File: src/rtl/mem_port_arbiter.sv
// Shares one single-beat memory port between instruction fetch and data load/store.
// Data wins conflicts until fetch has been passed over STARVE_MAX times; a hung access times out with err.
module mem_port_arbiter #(
  parameter int unsigned ADDR_W     = 64,
  parameter int unsigned DATA_W     = 64,
  parameter int unsigned STARVE_MAX = 4,
  parameter int unsigned TIMEOUT    = 16
) (
  input  logic              clk,
  input  logic              rst,
  input  logic              if_req_i,
  input  logic [ADDR_W-1:0] if_addr_i,
  output logic              if_ack_o,
  output logic [31:0]       if_rdata_o,
  output logic              if_err_o,
  input  logic              dm_req_i,
  input  logic              dm_we_i,
  input  logic [ADDR_W-1:0] dm_addr_i,
  input  logic [DATA_W-1:0] dm_wdata_i,
  output logic              dm_ack_o,
  output logic [DATA_W-1:0] dm_rdata_o,
  output logic              dm_err_o,
  output logic              mem_req_o,
  output logic              mem_we_o,
  output logic [ADDR_W-1:0] mem_addr_o,
  output logic [DATA_W-1:0] mem_wdata_o,
  input  logic              mem_ready_i,
  input  logic [DATA_W-1:0] mem_rdata_i
);

  localparam int unsigned TO_W = (TIMEOUT > 2) ? $clog2(TIMEOUT) : 1;
  localparam int unsigned SC_W = (STARVE_MAX > 0) ? $clog2(STARVE_MAX + 1) : 1;

  typedef enum logic [1:0] {
    IDLE = 2'd0,
    BUSY = 2'd1,
    RESP = 2'd2
  } state_t;

  state_t          state;
  logic            owner_dm;
  logic [TO_W-1:0] to_cnt;
  logic [SC_W-1:0] starve_cnt;

  logic grant_dm_c;
  logic grant_if_c;
  logic timeout_c;

  // Data has priority unless fetch is waiting and has been starved to the limit.
  always_comb begin
    grant_dm_c = dm_req_i && (!if_req_i || (starve_cnt < SC_W'(STARVE_MAX)));
    grant_if_c = if_req_i && !grant_dm_c;
    timeout_c  = (to_cnt == TO_W'(TIMEOUT - 1));
  end

  always_ff @(posedge clk or negedge rst) begin
    if (!rst) begin
      state       <= IDLE;
      owner_dm    <= 1'b0;
      to_cnt      <= '0;
      starve_cnt  <= '0;
      if_ack_o    <= 1'b0;
      if_rdata_o  <= '0;
      if_err_o    <= 1'b0;
      dm_ack_o    <= 1'b0;
      dm_rdata_o  <= '0;
      dm_err_o    <= 1'b0;
      mem_req_o   <= 1'b0;
      mem_we_o    <= 1'b0;
      mem_addr_o  <= '0;
      mem_wdata_o <= '0;
    end else begin
      case (state)
        IDLE: begin
          if (grant_dm_c || grant_if_c) begin
            state     <= BUSY;
            mem_req_o <= 1'b1;
            to_cnt    <= '0;
            owner_dm  <= grant_dm_c;
          end
          if (grant_dm_c) begin
            mem_we_o    <= dm_we_i;
            mem_addr_o  <= dm_addr_i;
            mem_wdata_o <= dm_wdata_i;
            // Only a data grant that actually passes over a waiting fetch counts as starvation.
            if (!if_req_i) begin
              starve_cnt <= '0;
            end else if (starve_cnt != SC_W'(STARVE_MAX)) begin
              starve_cnt <= starve_cnt + SC_W'(1);
            end
          end else if (grant_if_c) begin
            mem_we_o    <= 1'b0;
            mem_addr_o  <= if_addr_i;
            mem_wdata_o <= '0;
            starve_cnt  <= '0;
          end
        end
        BUSY: begin
          // A ready arriving on the final timeout cycle still completes successfully.
          if (mem_ready_i || timeout_c) begin
            state     <= RESP;
            mem_req_o <= 1'b0;
            if (owner_dm) begin
              dm_ack_o   <= 1'b1;
              dm_err_o   <= !mem_ready_i;
              dm_rdata_o <= (mem_ready_i && !mem_we_o) ? mem_rdata_i : '0;
            end else begin
              if_ack_o   <= 1'b1;
              if_err_o   <= !mem_ready_i;
              if_rdata_o <= mem_ready_i ? mem_rdata_i[31:0] : '0;
            end
          end else begin
            to_cnt <= to_cnt + TO_W'(1);
          end
        end
        RESP: begin
          state      <= IDLE;
          if_ack_o   <= 1'b0;
          if_err_o   <= 1'b0;
          if_rdata_o <= '0;
          dm_ack_o   <= 1'b0;
          dm_err_o   <= 1'b0;
          dm_rdata_o <= '0;
        end
        default: begin
          state     <= IDLE;
          mem_req_o <= 1'b0;
        end
      endcase
    end
  end

endmodule

File: config.mk
export PLATFORM = sky130hd
export DESIGN_NAME = mem_port_arbiter
export DESIGN_NICKNAME = d
export VERILOG_FILES = /design/src/rtl/mem_port_arbiter.sv
export SDC_FILE = /design/constraint.sdc
export NUM_CORES = 1
export LEC_CHECK = 0
export CAP_MARGIN = 0
export CORE_AREA = 10 10 185 187
export DETAILED_ROUTE_END_ITERATION = 12
export DIE_AREA = 0 0 195 197
export HOLD_SLACK_MARGIN = 0.12
export MAX_ROUTING_LAYER = met4
export PLACE_DENSITY = 0.65
export RECOVER_POWER = 25
export SLEW_MARGIN = 20
export SYNTH_ARGS = -nofsm -noshare
export SYNTH_HDL_FRONTEND = slang
export SYNTH_SLANG_ARGS = --single-unit
File: constraint.sdc
create_clock -name clk -period 2.2 [get_ports clk]
set_input_delay 0.55 -clock clk [delete_from_list [all_inputs] [get_ports clk]]
set_output_delay 0.55 -clock clk [all_outputs]
set_load 0.03 [all_outputs]
==> impl_metrics.csv <==
group,metric,value,unit
synth,synth_compound_area_share,23.3,%
synth,synthTopCellsByCount,"240 x dfrtp_1, 162 x a22o_1, 120 x o21ai_0",
timing,min_period,2.17,ns
synth,ys_ff_latch,240,
synth,synth-seq-area-share,63.2,%
critical_path,r2r_slack,0.34,ns
critical_path,path_cells,"clkdlybuf4s50_1",
critical_path,reg2reg_depth,4,
synth,synth_top_family_by_area,"compound AO/OA/AOI/OAI gates",
synth,yosysTopAreaCell,"dfrtp_1",
pwr,leakagePower,7.35,nW
critical_path,cp.required,1.65,ns
global_routing,antenna_found_initial,2,
route,wl,37700,µm
cts,tritoncts,"yes",
cells_and_area,syn_to_final_growth,67.3,%
synth,syn_nets,993,
cells_and_area,seq_area,0.00601,mm²
critical_path,end_kind,"output pin",
placement,hpwlAfterDp,29100,µm
timing,relSlewSlack,10.3,%
floorplan,die_h,197,µm
cells_and_area,final_area,0.0159,mm²
floorplan,rows,64,
synth,ys_types,36,
floorplan,ios,492,
synth,yosys.cell_count.top_type,"dfrtp_1",
route,route.detailed.drc,0,
pwr,cellPowerDensity,1520,mW/mm²
timing,worst_slack,0.0339,ns
critical_path,cp_top_family,"buffers and inverters",
global_routing,grt_pass1_wl,56300,µm
worst_hold_path,holdPathEnd,"mem_req_o",
cells_and_area,num-fill-cells,2709,
cts,numCtsBuffers,27,
cts,path_clk_slew,0.06,ns
pwr,power,24.1,mW
synth,synth_edf_count,0,
timing,tightest_slew,1.34,ns
pwr,ir_drop,0.000747,V
cells_and_area,fin_util,52.2,%
cts,insertion_delay,0.53,ns
cts,h-tree-depth,1,
critical_path,arrival,1.62,ns
placement,dp_slack,-0.00813,ns
route,viasPerCell,5.00,
synth,synth_fa_ha_area_share,0.395,%
placement,io_buffers,491,
synth,syn_inst,728,
route,dr.pass1.iters,4,
cts,clock_sinks,240,
timing,period_share,98.5,%
cells_and_area,multiInputGateArea,0.00320,mm²
route,ant_nets,0,
cts,cts_buffer_depth,3,
timing,finalClockSkew,0.00723,ns
flow_run,drv_cap,0,
critical_path,crit_type,"reg -> out",
synth,synth-main-ff-cell,"dfrtp_1",
synth,synthesis.area,0.00950,mm²
synth,synthMuxAreaShare,6.85,%
synth,synth_top_area_share,63.2,%
critical_path,r2r-end,"dm_rdata_o[50]",
route,avgRoutedWirePerCell,23.2,µm
timing,setup_viol,0,
critical_path,critPathMaxFanout,2,
floorplan,die_w,195,µm
worst_hold_path,min_delay_path_depth,1,
critical_path,reg2reg_from,"state[1]",
global_routing,grt_pass1_vias,8724,
synth,yosys.area_share.simple,2.42,%
synth,ys_top_cells_by_area,"dfrtp_1 63%, a22o_1 15%, mux2i_1 6.8%",
timing,grt_setup_unrepaired,"false",
synth,synth_area_per_cell,13.0,µm²
timing,hold_viol,0,
route,drt_iter0_drc,486,
route,via_count,8148,
floorplan,start_util,31.2,%
global_routing,track_usage,19.1,%
critical_path,critPathMaxStageDelay,0.73,ns
placement,placed_area,0.0150,mm²
timing,max_freq,0.462,GHz
cells_and_area,drive_gt1_share,6.26,%
synth,synth_xor_area_share,0,%
worst_hold_path,hp-start,"mem_req_o",
global_routing,grt_max_degree,79,
floorplan,die_area,0.0384,mm²
critical_path,crit_buf_inv,1,
outcome,status,"finished clean",
cells_and_area,final_nets,1476,
placement,routabilityCongestion,0.781,
worst_hold_path,holdCritPathClass,"reg -> reg",
critical_path,slowest_stage,"clkdlybuf4s50_1",
critical_path,worstSetupStartpointType,"register",
synth,yosys_warnings,0,
synth,async_flop_share,100,%
floorplan,core_area,0.0304,mm²
global_routing,grt-ovfl-total,0,
timing,slew_viol_final,0,
cts,cts-root-buf,"clkbuf_16",
==> kinds of logic after synthesis <==
| logic type | Yosys count |
|---|---|
| compound gates | 309 |
| fa+ha+maj | 3 |
| buf+inv | 73 |
| flops | 240 |
| mux | 65 |
| simple gates | 38 |
==> per-layer routing <==
layer | global-route usage [%] | wire length, µm | vias to the layer above
met5 | - | 0 | -
met3 | 8.23 | 3970 | 40
met4 | 3.87 | 631 | 0
met2 | 31.5 | 18600 | 368
li1 | - | - | 3702
met1 | 21.4 | 14600 | 4038
==> layout make-up <==
| class | count | area share, % |
|---|---|---|
| diodes | 3 | 0.0472 |
| clock buffers | 42 | 4.73 |
| clock inverters | 6 | 0.551 |
| inverters | 5 | 0.118 |
| multi-input cells | 415 | 20.1 |
| flip-flops and latches | 240 | 37.8 |
| well taps | 396 | 3.12 |
| repair buffers | 522 | 33.5 |
==> worst max path at each step <==
stage	startpoint	to	slack, ns	cells past startpoint
after floorplan	to_cnt[0]	dm_rdata_o[0]	0.39	6
after global placement	mem_ready_i	if_rdata_o[2]	0.04	4
after detailed placement	mem_ready_i	if_rdata_o[14]	-0.008	4
after CTS	dm_rdata_o[56]	dm_rdata_o[56]	0.00004	1
after global routing	if_rdata_o[20]	if_rdata_o[20]	0.0005	1
final	mem_wdata_o[1]	mem_wdata_o[1]	0.03	1
==> cells in the final DEF (no fill, tap or decap), types with 6 or more instances in the layout <==
master	instances
nor2b_1	6
o21ai_1	12
mux2i_1	65
dfrtp_1	240
nor2_1	8
clkbuf_16	27
a22o_1	162
buf_12	13
buf_4	11
clkdlybuf4s50_1	432
dlymetal6s2s_1	28
clkbuf_1	13
dlygate4sd2_1	30
o21ai_0	120
==> where the power goes <==
group | total (mW) | internal [mW] | switching (mW)
clock network | 4.31 | 2.57 | 1.74
registers | 7.54 | 6.35 | 1.18
logic | 12.2 | 5.12 | 7.13
==> flip-flops by register name (all words and copies together), names as in the netlist <==
register	flops
dm_rdata_o	64
mem_addr_o	64
mem_wdata_o	64
if_rdata_o	32
to_cnt	4
starve_cnt	3
state	2
dm_ack_o	1
dm_err_o	1
if_ack_o	1
if_err_o	1
mem_req_o	1
mem_we_o	1
owner_dm	1
==> through the flow <==
stage	setup TNS, ns	hold slack (ns)	instances
final	0	0.478	1629
after global routing	0	0.513	1628
after CTS	0	0.485	1626
after detailed placement	-0.0131	0.469	1577
after global placement	0	0.467	1577
after floorplan	0	0.254	728
==> timing repair <==
| item | 4_1_cts | 5_1_grt |
|---|---|---|
| endpoints found under the setup margin | 30 | 28 |
| hold endpoints to repair | 38 | 0 |
| setup buffers | 0 | 0 |
| resized for setup | 30 | 28 |
| hold buffers | 1 | 0 |
(Power assumes the default switching activity.)
